[src/rtl/router_packet_sequencer.sv]
// Automatic byte sequencer for the simple router: collects a 4-byte packet
// from the SPI receive side, strobes it into the router and reports the result.
module router_packet_sequencer #(
  parameter int SIZE    = 8,
  parameter int TIMEOUT = 255
) (
  input  logic          clock,
  input  logic          reset,
  input  logic          enable,
  input  logic          rxValid,
  input  logic [SIZE-1:0] rxByte,
  output logic          rxReady,
  output logic [SIZE:0] routerDataIn,
  output logic          writeDes,
  output logic          writeData,
  output logic          writeCheck,
  output logic          sendData,
  input  logic          port1,
  input  logic          port2,
  input  logic          errorFlag,
  output logic          busy,
  output logic          doneOk,
  output logic          doneErr,
  output logic          timeoutErr,
  output logic [7:0]    pktCount
);

  localparam int CW = $clog2(TIMEOUT + 1);

  localparam logic [3:0] IDLE     = 4'd0;
  localparam logic [3:0] DRV_DES  = 4'd1;
  localparam logic [3:0] RX_DATA  = 4'd2;
  localparam logic [3:0] DRV_DATA = 4'd3;
  localparam logic [3:0] RX_CHKL  = 4'd4;
  localparam logic [3:0] RX_CHKH  = 4'd5;
  localparam logic [3:0] DRV_CHK  = 4'd6;
  localparam logic [3:0] SEND     = 4'd7;
  localparam logic [3:0] WAIT     = 4'd8;

  localparam logic [CW-1:0] LAST_CNT = CW'(TIMEOUT - 1);

  logic [3:0]      state;
  logic [3:0]      nextState;
  logic [CW-1:0]   waitCnt;
  logic [SIZE-1:0] chkLo;
  logic            accept;
  logic            rxState;
  logic            waiting;
  logic            result;
  logic            exitEvt;
  logic            expire;

  assign rxState = (state == RX_DATA) || (state == RX_CHKL) ||
                   (state == RX_CHKH);
  assign rxReady = enable && ((state == IDLE) || rxState);
  assign accept  = rxValid && rxReady;
  assign waiting = rxState || (state == WAIT);
  assign result  = errorFlag || port1 || port2;
  assign exitEvt = (state == WAIT) ? result : accept;
  // Expiry only counts when nothing else ends the wait this cycle
  assign expire  = waiting && (waitCnt == LAST_CNT) && !exitEvt;

  assign busy       = (state != IDLE);
  assign writeDes   = enable && (state == DRV_DES);
  assign writeData  = enable && (state == DRV_DATA);
  assign writeCheck = enable && (state == DRV_CHK);
  assign sendData   = enable && (state == SEND);

  always_comb begin
    nextState = state;
    unique case (state)
      IDLE:     if (accept) nextState = DRV_DES;
      DRV_DES:  nextState = RX_DATA;
      RX_DATA:  if (accept) nextState = DRV_DATA;
      DRV_DATA: nextState = RX_CHKL;
      RX_CHKL:  if (accept) nextState = RX_CHKH;
      RX_CHKH:  if (accept) nextState = DRV_CHK;
      DRV_CHK:  nextState = SEND;
      SEND:     nextState = WAIT;
      WAIT:     if (result) nextState = IDLE;
      default:  nextState = IDLE;
    endcase
    if (expire) nextState = IDLE;
    if (!enable) nextState = IDLE;
  end

  always_ff @(posedge clock) begin
    if (reset) begin
      state        <= IDLE;
      waitCnt      <= '0;
      chkLo        <= '0;
      routerDataIn <= '0;
      doneOk       <= 1'b0;
      doneErr      <= 1'b0;
      timeoutErr   <= 1'b0;
      pktCount     <= '0;
    end else if (!enable) begin
      state        <= IDLE;
      waitCnt      <= '0;
      chkLo        <= '0;
      routerDataIn <= '0;
      doneOk       <= 1'b0;
      doneErr      <= 1'b0;
      timeoutErr   <= 1'b0;
    end else begin
      state      <= nextState;
      doneErr    <= (state == WAIT) && errorFlag;
      doneOk     <= (state == WAIT) && !errorFlag && (port1 || port2);
      timeoutErr <= expire;
      if ((state == WAIT) && !errorFlag && (port1 || port2))
        pktCount <= pktCount + 8'd1;
      if (nextState != state || !waiting)
        waitCnt <= '0;
      else
        waitCnt <= waitCnt + 1'b1;
      if (accept) begin
        unique case (state)
          RX_CHKL: chkLo        <= rxByte;
          RX_CHKH: routerDataIn <= {rxByte[0], chkLo};
          default: routerDataIn <= {1'b0, rxByte};
        endcase
      end
    end
  end

endmodule

[config.mk]
export PLATFORM = sky130hd
export DESIGN_NAME = router_packet_sequencer
export DESIGN_NICKNAME = d
export VERILOG_FILES = /design/src/rtl/router_packet_sequencer.sv
export SDC_FILE = /design/constraint.sdc
export NUM_CORES = 1
export LEC_CHECK = 0
export ABC_AREA = 1
export ABC_CLOCK_PERIOD_IN_PS = 3900
export BUFFER_PORTS_ARGS = -buffer_cell sky130_fd_sc_hd__buf_2
export CAP_MARGIN = 0
export CORE_ASPECT_RATIO = 0.75
export CORE_MARGIN = 2
export CORE_UTILIZATION = 40
export DETAILED_ROUTE_END_ITERATION = 12
export GPL_ROUTABILITY_DRIVEN = 0
export SLEW_MARGIN = 20
export SYNTH_ARGS = -nofsm -noshare
export SYNTH_HDL_FRONTEND = slang
export SYNTH_SLANG_ARGS = --single-unit
[constraint.sdc]
create_clock -name clock -period 3.9 [get_ports clock]
set_input_delay 0.585 -clock clock [delete_from_list [all_inputs] [get_ports clock]]
set_output_delay 0.585 -clock clock [all_outputs]
set_load 0.02 [all_outputs]
==> results.md <==
* Synth top area share at between 40% and 50%
* DR iter-0 viols at 45
* Comb power frac at 5.6%
* Cell Int Power at between 0.6 and 0.7 mW
* Post-Place Setup Slack at approximately 1.8 ns
* Syn. warnings at 0
* Cts hold-fix bufs at 0
* Setup TNS at 0 ns
* Seq cells post-synth at 40
* N_diodes at 0
* Layout Nets at 314
* GRT Residual Overflow at 0
* Routed len/inst at 11.35 um
* Final Non-Filler Cells at around 350
* DP Cell Count at between 300 and 400
* Switching Fraction at between 20% and 30%
* CP Capture Type: output pin
* CTS max path bufs at 2
* Hold Fails Final Rpt at 0
* Mean Syn Cell Area at 7.409 um^2
* Fin Hold WS at around 0.44 ns
* Total number of vias at around 1800
* CP Max Fanout at 5
* Sequential power share at a little over half
* Port buffer count at 40
* Clock-pin slew on the worst setup and hold paths at about 0.07 ns
* Final Skew at 0.005930 ns
* Syn Nets at ~270
* Inserted Clock Buffers at 5
* DR vias/cell at just under 5
* Die ar. at between 5000 and 6000 um^2
* Largest net degree at the start of global routing at 19
* Status: finished clean
* Max-cap violation count at 0
* Residual DRC at 0
* Final WL at 4019 um
* Setup Buffers After CTS at 0
* Highest Clock Rate at roughly 0.42 GHz
* Worst slew pin tran at 0.6018 ns
* Rel. slew slack at about three fifths
* Initial antenna violation count at 0
* Setup violations, final at 0
* PwrDens at between 300 and 400 nW/um^2
* Final Critical Period at ~2.4 ns
* H-Tree Depth at 2
* Clock share of power at a little over two fifths
* Gate Count Post-Synth at around 260
* Row cnt at 21
* GRT Overall Usage at around 16%
* Largest area contributor in the netlist: dfxtp_1
* Unrepaired setup endpoints after global routing: false
* HPWL Detailed at just over 3000 um
* Clock network latency to the later pin of the worst-skew pair at 0.29 ns
* WP data required at 3.31 ns
* Boundary Pins at between 40 and 50
* Antenna viol nets, final at 0
* Die Height at between 60 and 70 um
* Proportion of layout cells with a drive suffix above 1 at 21.55%
* Synth area leaders: dfxtp_1, nand2_1, nor2_1
* Kind of critical path: flip-flop to output pin
* Post-CTS resize count at 0
* Worst VDD drop at 176.8 uV
* Hold Path Class: flip-flop to flip-flop
* Synthesis-to-layout area growth at 18.01%
* Lkg Pwr at ~0.93 nW
* Initial core utilization at between 40% and 50%
* Crit path launch type: flip-flop
* Seq/Total Area, Yosys at approximately 42%
* Die Wd at 83.36 um
* Dpl cell area at 2122 um^2
* Number of global-route vias before repair at 1504
* TritonCTS clock tree: done
* Global-route wire length before repair at between 7000 and 8000 um
* Synth cell types at 31
* PnR worst setup slack at 1.525 ns
* Clock Sinks at 40
* Slew Limit Fails at 0
* Critical path arrival at between 1.5 and 2 ns
* Post-route cell area at about 2200 um^2
* Switching power at 0.1701 mW
* Drt first pass iters at 4
* Final Cycle Share at between 60% and 70%
* Core area at approximately 4500 um^2
* Root buf cell: clkbuf_8
* Post-synthesis cell area at about 1900 um^2
==> power groups by stage <==
stage | combinational [mW] | sequential [mW] | clock, mW
floorplan | 0.0222 | 0.426 | 0
global placement | 0.0440 | 0.422 | 0
detailed placement | 0.0441 | 0.422 | 0
CTS | 0.0443 | 0.412 | 0.343
global route | 0.0495 | 0.413 | 0.362
finish | 0.0440 | 0.413 | 0.330
==> kinds of logic (layout without fill, tap and decap cells) <==
kind of cell / after synthesis / in the layout / synth area share, %
AOI/OAI and AO/OA: 47 / 47 / 13.25
xor gates and xnor gates: 6 / 6 / 2.782
adders and majority gates: 3 / 3 / 1.987
buffers and inverters: 34 / 76 / 7.814
DFF: 40 / 40 / 42.38
and+or+nand+nor: 125 / 125 / 31.79
==> synthesized netlist by cell type <==
| cell type | count |
|---|---|
| nand2_1 | 48 |
| dfxtp_1 | 40 |
| nor2_1 | 30 |
| inv_1 | 23 |
| a21oi_1 | 18 |
| o21ai_0 | 18 |
| nand3_1 | 14 |
| nor3_1 | 13 |
| a31oi_1 | 8 |
| inv_2 | 4 |
| nand4_1 | 4 |
| clkbuf_1 | 3 |
| ha_1 | 3 |
| nand2_2 | 3 |
| nand3_2 | 3 |
| xnor2_1 | 3 |
| xor2_1 | 3 |
| buf_6 | 2 |
| nor2_2 | 2 |
| nor2_4 | 2 |
| a21o_1 | 1 |
| and3b_1 | 1 |
| buf_2 | 1 |
| buf_4 | 1 |
| nand3_4 | 1 |
| nand3b_1 | 1 |
| nor3_4 | 1 |
| nor3b_1 | 1 |
| nor4_1 | 1 |
| o21a_1 | 1 |
| o21ai_1 | 1 |
==> per-stage QoR <==
step	total power [mW]	util, %
after floorplan	0.4477	-
after global placement	0.4661	47.23
after detailed placement	0.4662	47.23
after CTS	0.8002	49.62
after global routing	0.8240	49.62
final	0.7862	49.62
==> sequential cells by signal, indices dropped and copies added, names as in the netlist <==
register,flops
waitCnt,8
pktCount,8
chkLo,8
state,4
routerDataIn,9
timeoutErr,1
doneOk,1
doneErr,1
==> area by class of cell <==
class                   instances  area, um^2
clock inverters                 2       35.03
multi-input cells             181       940.9
fillers                       481        2263
repair buffers                 41       207.7
inverters                      27       101.3
well taps                      57       71.32
clock buffers                   6       72.57
flip-flops and latches         40       800.8
==> metal layers <==
layer	track usage, %	part of all wire, %
met5	0	0
met4	6.148	1.4
met3	4.849	5.4
met2	23.59	40
met1	22.90	53
==> worst max-delay path, cell delays in order (launching register included) <==
cell and delay [ns]:
dfxtp_1 0.45, inv_1 0.13, nor2_1 0.18, nand2_1 0.07, nand3_1 0.17, nand4_1 0.14
nand2_1 0.14, nor2_1 0.05, buf_2 0.17
==> final timing paths <==
kind                 start          to  slack [ns]  depth (start not counted)
hold reg to reg   chkLo[0]    chkLo[0]        0.44                          2
setup / recovery  state[1]    sendData        1.52                          8
hold / removal    chkLo[0]    chkLo[0]        0.44                          2
setup reg to reg  state[2]  waitCnt[5]        2.02                         10
==> cells in the final DEF, fill, tap and decap left out, drive strengths merged <==
master | synthesis | routed
nand2 | 51 | 51
dfxtp | 40 | 40
xor2 | 3 | 3
inv | 27 | 27
nor3 | 14 | 14
nand3 | 18 | 18
a31oi | 8 | 8
and3b | 1 | 1
nor2 | 34 | 34
clkbuf | 3 | 6
nand4 | 4 | 4
clkinv | 0 | 1
ha | 3 | 3
o21a | 1 | 1
nand3b | 1 | 1
a21oi | 18 | 18
a21o | 1 | 1
nor4 | 1 | 1
o21ai | 19 | 19
xnor2 | 3 | 3
bufinv | 0 | 1
nor3b | 1 | 1
buf | 4 | 41
(Power assumes the default switching activity.)
